File: src/rtl/uart_tx_engine.sv
// UART transmitter: pops bytes from the transmit FIFO and shifts them out as start/data/stop frames.
// Defining UART_TX_PARITY_EN adds one even-parity bit between the data bits and the stop bit.
module uart_tx_engine #(
  parameter int CLK_FREQ  = 25_000_000,
  parameter int BAUD_RATE = 115_200,
  parameter int WIDTH     = 8
) (
  input  logic             clk,
  input  logic             rst_n,
  input  logic             tx_en_i,
  input  logic             fifo_empty_i,
  output logic             fifo_rd_en_o,
  input  logic [WIDTH-1:0] fifo_data_i,
  output logic             tx_o,
  output logic             busy_o
);

  localparam int BAUD_DIV = CLK_FREQ / BAUD_RATE;
  localparam int CNT_W    = (BAUD_DIV > 2) ? $clog2(BAUD_DIV) : 1;
  localparam int IDX_W    = (WIDTH > 2) ? $clog2(WIDTH) : 1;

  localparam logic [CNT_W-1:0] CNT_ZERO = {CNT_W{1'b0}};
  localparam logic [CNT_W-1:0] CNT_ONE  = CNT_W'(1);
  localparam logic [CNT_W-1:0] CNT_LAST = CNT_W'(BAUD_DIV - 1);
  localparam logic [IDX_W-1:0] IDX_ZERO = {IDX_W{1'b0}};
  localparam logic [IDX_W-1:0] IDX_ONE  = IDX_W'(1);
  localparam logic [IDX_W-1:0] IDX_LAST = IDX_W'(WIDTH - 1);

  if (BAUD_DIV < 2) begin : g_bad_baud_div
    $error("uart_tx_engine: CLK_FREQ / BAUD_RATE must be at least 2");
  end

  typedef enum logic [2:0] {
    ST_IDLE   = 3'd0,
    ST_POP    = 3'd1,
    ST_LOAD   = 3'd2,
    ST_START  = 3'd3,
    ST_DATA   = 3'd4,
`ifdef UART_TX_PARITY_EN
    ST_PARITY = 3'd5,
`endif
    ST_STOP   = 3'd6
  } state_e;

  state_e           state_r, state_s;
  logic [WIDTH-1:0] shift_r, shift_s;
  logic [CNT_W-1:0] cnt_r, cnt_s, cnt_next_s;
  logic [IDX_W-1:0] idx_r, idx_s;
  logic             tx_r, tx_s;
  logic             rd_en_r, rd_en_s;
  logic             busy_r, busy_s;
  logic             start_s;
  logic             bit_end_s;
`ifdef UART_TX_PARITY_EN
  logic             par_r, par_s;

  function automatic logic even_parity(input logic [WIDTH-1:0] data);
    even_parity = ^data;
  endfunction
`endif

  // Next-state, datapath update and decode of the next-cycle line outputs
  always_comb begin
    state_s    = state_r;
    shift_s    = shift_r;
    cnt_s      = cnt_r;
    idx_s      = idx_r;
`ifdef UART_TX_PARITY_EN
    par_s      = par_r;
`endif
    start_s    = tx_en_i && !fifo_empty_i;
    bit_end_s  = (cnt_r == CNT_LAST);
    cnt_next_s = bit_end_s ? CNT_ZERO : (cnt_r + CNT_ONE);

    case (state_r)
      ST_IDLE: begin
        if (start_s) begin
          state_s = ST_POP;
        end else begin
          state_s = ST_IDLE;
        end
      end
      ST_POP: state_s = ST_LOAD;
      ST_LOAD: begin
        shift_s = fifo_data_i;
        cnt_s   = CNT_ZERO;
        idx_s   = IDX_ZERO;
`ifdef UART_TX_PARITY_EN
        par_s   = even_parity(fifo_data_i);
`endif
        state_s = ST_START;
      end
      ST_START: begin
        cnt_s = cnt_next_s;
        if (bit_end_s) begin
          state_s = ST_DATA;
        end else begin
          state_s = ST_START;
        end
      end
      ST_DATA: begin
        cnt_s = cnt_next_s;
        if (bit_end_s) begin
          shift_s = shift_r >> 1'b1;
          if (idx_r == IDX_LAST) begin
            idx_s = IDX_ZERO;
`ifdef UART_TX_PARITY_EN
            state_s = ST_PARITY;
`else
            state_s = ST_STOP;
`endif
          end else begin
            idx_s   = idx_r + IDX_ONE;
            state_s = ST_DATA;
          end
        end else begin
          state_s = ST_DATA;
        end
      end
`ifdef UART_TX_PARITY_EN
      ST_PARITY: begin
        cnt_s = cnt_next_s;
        if (bit_end_s) begin
          state_s = ST_STOP;
        end else begin
          state_s = ST_PARITY;
        end
      end
`endif
      ST_STOP: begin
        cnt_s = cnt_next_s;
        if (bit_end_s && start_s) begin
          state_s = ST_POP;
        end else if (bit_end_s) begin
          state_s = ST_IDLE;
        end else begin
          state_s = ST_STOP;
        end
      end
      default: begin
        state_s = ST_IDLE;
        shift_s = {WIDTH{1'b0}};
        cnt_s   = CNT_ZERO;
        idx_s   = IDX_ZERO;
      end
    endcase

    // Outputs are registered from the upcoming state so they line up with it
    case (state_s)
      ST_START:  tx_s = 1'b0;
      ST_DATA:   tx_s = shift_s[0];
`ifdef UART_TX_PARITY_EN
      ST_PARITY: tx_s = par_s;
`endif
      default:   tx_s = 1'b1;
    endcase
    rd_en_s = (state_s == ST_POP);
    busy_s  = (state_s != ST_IDLE);
  end

  // State, datapath and output registers with synchronous reset
  always_ff @(posedge clk) begin
    if (!rst_n) begin
      state_r <= ST_IDLE;
      shift_r <= {WIDTH{1'b0}};
      cnt_r   <= CNT_ZERO;
      idx_r   <= IDX_ZERO;
`ifdef UART_TX_PARITY_EN
      par_r   <= 1'b0;
`endif
      tx_r    <= 1'b1;
      rd_en_r <= 1'b0;
      busy_r  <= 1'b0;
    end else begin
      state_r <= state_s;
      shift_r <= shift_s;
      cnt_r   <= cnt_s;
      idx_r   <= idx_s;
`ifdef UART_TX_PARITY_EN
      par_r   <= par_s;
`endif
      tx_r    <= tx_s;
      rd_en_r <= rd_en_s;
      busy_r  <= busy_s;
    end
  end

  assign tx_o         = tx_r;
  assign fifo_rd_en_o = rd_en_r;
  assign busy_o       = busy_r;

endmodule

File: config.mk
export PLATFORM = sky130hd
export DESIGN_NAME = uart_tx_engine
export DESIGN_NICKNAME = d
export VERILOG_FILES = /design/src/rtl/uart_tx_engine.sv
export SDC_FILE = /design/constraint.sdc
export NUM_CORES = 1
export LEC_CHECK = 0
export ABC_AREA = 1
export CORE_UTILIZATION = 54
export CTS_CLUSTER_DIAMETER = 50
export DETAILED_ROUTE_END_ITERATION = 6
export GPL_ROUTABILITY_DRIVEN = 0
export PLACE_DENSITY = 0.87
export SLEW_MARGIN = 20
export SYNTH_ARGS = -nofsm -noshare
export SYNTH_HDL_FRONTEND = slang
export SYNTH_SLANG_ARGS = --single-unit
File: constraint.sdc
create_clock -name clk -period 1.85 [get_ports clk]
set_input_delay 0.185 -clock clk [delete_from_list [all_inputs] [get_ports clk]]
set_output_delay 0.185 -clock clk [all_outputs]
set_load 0.02 [all_outputs]
==> results of run 1 <==
-- power groups by stage --
stage	Clock (mW)	Combinational, mW	Sequential, mW
after floorplan	0	0.131	0.601
after global routing	0.281	0.219	0.589
after detailed placement	0	0.194	0.598
after CTS	0.260	0.195	0.586
after global placement	0	0.185	0.596
final	0.251	0.195	0.587
-- critical path: stages (launching register included) --
cell	delay [ns]
sky130_fd_sc_hd__dfxtp_1	0.36
sky130_fd_sc_hd__inv_1	0.09
sky130_fd_sc_hd__ha_1	0.16
sky130_fd_sc_hd__nand2_1	0.07
sky130_fd_sc_hd__nor2_2	0.14
sky130_fd_sc_hd__nand2_2	0.11
sky130_fd_sc_hd__nand2_1	0.12
sky130_fd_sc_hd__nand2_2	0.19
sky130_fd_sc_hd__inv_1	0.15
sky130_fd_sc_hd__nand3_1	0.10
sky130_fd_sc_hd__a21oi_2	0.13
-- registers in the layout (all words and copies together), names as in the netlist --
name,flops
shift_r,8
state_r,3
cnt_r,8
busy_o,1
idx_r,3
fifo_rd_en_o,1
tx_o,1
-- layout by cell type (no fill, tap or decap), drive strengths merged --
cell / synthesis / layout
xor2: 2 / 2
a22oi: 6 / 6
a21oi: 12 / 12
o21ai: 7 / 7
a21o: 1 / 1
inv: 22 / 22
nand2: 38 / 38
ha: 4 / 4
a31oi: 1 / 1
clkdlybuf4s50: 0 / 14
buf: 1 / 1
nand3: 17 / 17
clkinv: 0 / 1
and3: 1 / 1
nor3: 4 / 4
nor2: 28 / 28
clkbuf: 1 / 3
nor3b: 1 / 1
dfxtp: 25 / 25
-- layout make-up --
type                            count  area share
Timing Repair Buffer               15      0.0993
Multi-Input combinational cell    122       0.466
Inverter                           22      0.0556
Tap cell                           28      0.0236
Clock inverter                      1     0.00337
Sequential cell                    25       0.337
Clock buffer                        3      0.0152
-- metrics by stage --
step                power, mW  worst slack, ns  instances
floorplan               0.732            0.471        171
global placement        0.781            0.316        212
detailed placement      0.792            0.213        212
CTS                      1.04            0.171        216
global route             1.09           0.0198        216
finish                   1.03            0.169        216
-- worst paths after layout --
path	start	endpoint	slack, ns	depth (start not counted)
setup / recovery	cnt_r[0]	idx_r[1]	0.17	10
hold / removal	fifo_data_i[7]	shift_r[7]	0.41	3
setup reg to reg	cnt_r[0]	idx_r[1]	0.17	10
hold reg to reg	shift_r[5]	shift_r[5]	0.49	2
-- cell families after synthesis --
kind of cell | Yosys count
compound gates | 27
xor+xnor | 2
fa+ha+maj | 4
buf+inv | 24
flops | 25
simple gates | 89
-- per-layer routing --
| metal | global-route usage | share of wire |
|---|---|---|
| met1 | 0.256 | 0.44 |
| met2 | 0.414 | 0.51 |
| met3 | 0.0476 | 0.034 |
| met4 | 0.130 | 0.022 |
| met5 | 0 | 0 |
==> results summary, run 1 <==
The required time at the endpoint of the critical path is between 2 and 2.5 ns. The data arrival time of the critical path is between 1.5 and 2 ns. The post-detailed-route DRC marker count came out at 0. Setup repair after global routing left no endpoint under its margin.

The first global-routing pass estimated about 4500 um of wire. The compound-cell area share of the yosys netlist is 0.154. The final hold violation count was 0. In the global route stage, overall resource usage came out at 0.234. The number of buffers inserted during clock tree synthesis came out at 3. The post-detailed-route wirelength per cell is about 12 um. The simple-gate share of the synthesized area is 0.330.

The total number of placement rows is 17. After synthesis, the share of flip-flops with an asynchronous set or reset is 0. After synthesis, the largest family of logic cells by area is simple AND/OR/NAND/NOR gates.

In the finished design, the share of the clock period the worst path needs comes to 0.909. The count of flip-flops with a built-in enable after synthesis came out at 0. The run finished with clean final reports. The cell count after synthesis came out at roughly 170. Of the total power, the share spent switching nets is 0.296. The maximum net fanout on the critical path is 11. The worst hold slack after final layout is roughly 0.4 ns. The area share of fa/ha/maj cells after synthesis is 0.0388. The total detailed-routing wirelength came out at 2640 um. The area share of the largest cell type after synthesis is 0.388. The total overflow reported by the global router is 0.

The average size of a mapped cell is 7.55 sq um. The number of buffer cells added on primary ports is 14. The root buffer cell chosen for the clock tree is sky130_fd_sc_hd__clkbuf_4. Of the post-synthesis cell area, the part taken by muxes is 0. The transition at the pin with the smallest max-transition slack came out at 0.579 ns. The aggregate negative setup slack came out at 0 ns.

Summed over all instances, the cell type with the most area after synthesis is sky130_fd_sc_hd__dfxtp_1. Entering global routing, the biggest net connects 15 pins. The number of global-route vias before repair came out at between 1000 and 1500. The share of final-layout standard cells stronger than drive strength 1 came out at 0.186. The initial antenna violation count came out at 0. The DRC violation total after the first TritonRoute iteration is 28. The chip width is 50.9 um.

The commonest register cell after synthesis is sky130_fd_sc_hd__dfxtp_1. For this run, the share of the core covered by cells in the final layout is 0.666. The number of buffers inserted by post-CTS setup repair is 0. The multi-input logic area is approximately 690 sq um.

The number of vias per cell is approximately 5.4. The routed layout has ~1200 vias. The post-detailed-placement cell area came out at roughly 0.0015 sq mm. After the last flow step, the layout net total stands at between 200 and 250.

The post-CTS clock slew at the launch and capture registers of the worst setup and hold paths is between 0.1 and 0.15 ns. The die covers 0.00259 sq mm. The combinational fraction of design power is 0.189.

STA classifies the critical path startpoint as a register. The worst setup path is of the register to register kind. The upper clock frequency limit came out at approximately 0.59 GHz.

The remaining max-slew budget at the tightest pin came out at 0.614. The number of setup violations in the final report is 0. The yosys synthesis warning count came out at 0.

In this run the count of I/O pins placed on the die edge is 15. The register area share after synthesis is 0.388. Gates resized during post-CTS repair numbered 0.

The clock share of power came out at 0.243. The number of buffers inserted by hold repair at cts came out at 0. The combined area of all synthesized cells came out at around 0.0013 sq mm.

The total count of max-transition violations in the final report came to 0. The insertion delay to the later sink of the worst-skew pair is 0.33 ns. The cell area after layout came out at about 0.0015 sq mm.

Counting I/O delays and the setup requirement, the final critical path takes roughly 1.7 ns. Ranked by instance count, the synthesized netlist is headed by sky130_fd_sc_hd__dfxtp_1, sky130_fd_sc_hd__nand2_1, sky130_fd_sc_hd__nor2_1. The core area came out at 0.00223 sq mm. The cell-internal power is slightly above 0.7 mW. The net load switching power came out at about 0.31 mW. The path class of the lowest-slack min-delay path is primary input to register. The number of optimization iterations in the first detailed-route pass came out at 4. The floorplan step set the die height to around 51 um. The number of maximum-capacitance violations came out at 0. The clock net sink count came out at 25. The synthesis-to-finish area growth is 15.1%.

The leakage power figure came out at 0.615 nW. The worst setup skew after layout came out at about 0.0021 ns. The count of cell types in the netlist is 24. The power density over cell area came out at 695 mW/mm^2.

Once detail routing completed, the nets flagged for antenna violations numbered 0. The flip-flop and latch count after synthesis came out at 25. The clock tree from TritonCTS is done. The filler cells instantiated in the layout total around 190.

The worst-case clock buffer depth is 2. The final antenna diode count came out at 0. The total nets after synthesis is 187. The area taken by flip-flops and latches came out at 500 sq um. The half-perimeter wire length after placement came out at 2020 um. Sorting the synthesized cells by area gives the leading types as sky130_fd_sc_hd__dfxtp_1, sky130_fd_sc_hd__nand2_1, sky130_fd_sc_hd__nor2_1.

VDD sags by at most about 0.49 mV. The starting utilization of the core area came out at 0.578. CTS built an H-tree with a depth of 1. STA classifies the critical path endpoint as a register. The share of total power in sequential cells came out at 0.568. The xor and xnor fraction of the mapped netlist area is 0.0136.
No activity file was read; power rests on OpenSTA's default activity.
==> run 2: changes to the inputs <==
CORE_MARGIN = 2   (was not set)
==> results summary, run 2 (synthesized netlist as in run 1, its figures left out) <==
The final antenna diode count is 0. The number of global-route vias before repair came out at around 1100. The post-detailed-route DRC marker count is 0. The number of buffers inserted by post-CTS setup repair came out at 0.

Input and output buffers added on the ports amount to 14. TritonCTS built the clock tree. In the final layout, the share of cells above drive strength 1 is 0.185. The insertion delay to the later sink of the worst-skew pair is between 0.3 and 0.4 ns. In this run the worst hold path is classified as primary input to register. The clock share of power came out at 0.234. The largest registers in the layout are cnt_r (8), shift_r (8).

The internal portion of the total power is 0.733 mW. The leakage power figure came out at approximately 0.62 nW. The global-route usage over all layers is 0.222. The final hold violation count came to 0. The detail route stage leaves a number of antenna-violating nets equal to 0. In the layout the commonest cells are sky130_fd_sc_hd__nand2_1, sky130_fd_sc_hd__dfxtp_1, sky130_fd_sc_hd__nor2_1, sky130_fd_sc_hd__inv_1, sky130_fd_sc_hd__nand3_1. The total count of max-transition violations in the final report came out at 0. The number of setup violations in the final report came out at 0.

The worst setup skew after layout came out at 0.00102 ns. The critical path's slowest cell is sky130_fd_sc_hd__dfxtp_1. Detailed routing inserted a total of ~1200 vias.

Based on the critical path, the design can be clocked at up to just over 0.6 GHz. The pin count of the biggest net entering global routing came out at 14. Setup repair after global routing left no endpoint under its margin. Clock-pin slew was measured on the worst setup and hold paths at 0.13 ns. The maximum net fanout on the critical path is 11. The number of buffers inserted during clock tree synthesis is 3.

The initial utilization of the core area, before any placement, comes to 0.578. Clock tree synthesis found a total of 25 sinks. The startpoint kind of the worst setup timing path is a register. The net switching share of the total power is 0.285. The total overflow reported by the global router is 0. The post-detailed-route wirelength per cell came out at between 10 and 15 um. The first global-routing pass estimated approximately 4500 um of wire. The worst-case register-to-register setup slack is just over 0.2 ns. The net load switching power came out at approximately 0.3 mW. The total detailed-routing wirelength is between 2000 and 3000 um. CTS built an H-tree with a depth of 1.

The worst vdd rail ir drop came out at 0.387 mV. The delay contributed by the slowest stage of the critical path came out at roughly 0.36 ns. The top-level I/O count is 15. The power density over cell area is slightly below 700 mW/mm^2. The die extent in y came out at between 50 and 60 um.

The flow ran to the end, and the final reports show no timing, DRC or antenna violations. Hold is met by between 0.4 and 0.5 ns. The aggregate negative setup slack is 0 ns. The share of total power dissipated in sequential elements is 0.571. The initial antenna violation count came out at 0. The required time at the endpoint of the critical path is ~2.1 ns. For the finished layout, the period the worst path requires is between 1.5 and 2 ns.

After floorplanning, the core was divided into 17 placement rows. The placed instance count came out at 213. The combinational fraction of design power is 0.195.

From synthesis to final layout, the design area changed by 16.0%. The cell sitting at the root of the clock tree is a sky130_fd_sc_hd__clkbuf_4. For the worst setup path, the data arrival time is roughly 1.9 ns. The core area came out at between 0.002 and 0.0025 sq mm. The worst setup path is captured at a register. The portion of the clock cycle consumed by the worst path in the final layout came out at 0.891. The worst-case clock buffer depth came out at 2. After detailed routing, the number of vias per cell comes to around 5.3.

For this run, the detailed router's first-pass iteration total came to 4. Leaving out filler cells and counting taps, the final layout contains roughly 220. The number of nets in the final layout is around 210. The chip width came out at approximately 53 um.

The core occupancy in the finished layout came out at 0.671. The floorplan step defined a die boundary enclosing 0.00280 sq mm. The remaining max-slew budget at the tightest pin came out at 0.640.

The half-perimeter wire length after placement is around 2000 um. The number of maximum-capacitance violations came out at 0. Traced cell by cell, the critical path runs through inv_1 > ha_1 > nand2_1 > nor2_2 > nand2_2 > nand2_1 > nand2_4 > inv_1 > nand3_1 > a21oi_2.

The number of buffers inserted by hold repair at cts is 0. At the pin with the least slew margin, the transition time is ~0.54 ns. The critical path in this run is classified as register to register. The DRC violation total after the first TritonRoute iteration is 31.
[run 2: metal layers]
metal	up-vias	global-route usage	part of all wire	wire, um
met1	523	0.253	0.43	1140
met4	0	0.111	0.021	57
met3	7	0.0339	0.042	112
li1	591	-	-	-
met2	38	0.396	0.51	1350
met5	-	0	0	0
[run 2: power groups by stage]
stage / Combinational (mW) / Clock, mW / Sequential (mW)
finish: 0.200 / 0.240 / 0.586
global route: 0.222 / 0.262 / 0.589
CTS: 0.196 / 0.248 / 0.586
detailed placement: 0.195 / 0 / 0.598
global placement: 0.187 / 0 / 0.596
floorplan: 0.131 / 0 / 0.601
[run 2: worst max-delay path, delay by kind of cell (launching register included)]
family	cells	cell delay, ns
buf+inv	2	0.19
flops	1	0.36
simple gates	6	0.72
fa+ha+maj	1	0.16
compound gates	1	0.16
[run 2: cell type report]
cell class              instances  area (sq um)
clock buffers                   4          26.3
fillers                       184           736
inverters                      22          82.6
multi-input cells             122           698
flip-flops and latches         25           500
well taps                      28          35.0
repair buffers                 16           155
[run 2: worst paths after layout]
| path | start | end | cells past startpoint |
|---|---|---|---|
| hold reg to reg | shift_r[7] | shift_r[7] | 2 |
| setup reg to reg | cnt_r[0] | idx_r[2] | 10 |
| setup / recovery | cnt_r[0] | idx_r[2] | 10 |
| hold / removal | fifo_data_i[7] | shift_r[7] | 3 |
[run 2: metrics by stage]
step | cell area (sq um) | power [mW] | worst slack, ns
after detailed placement | 1470 | 0.792 | 0.209
after CTS | 1490 | 1.03 | 0.167
final | 1500 | 1.03 | 0.201
after global placement | 1470 | 0.783 | 0.318
after global routing | 1500 | 1.07 | 0.0480
after floorplan | 1290 | 0.732 | 0.471
[run 2: timing repair]
action,CTS,global route
endpoints found under the hold margin,0,0
gates resized for setup,0,1
endpoints found under the setup margin,0,2
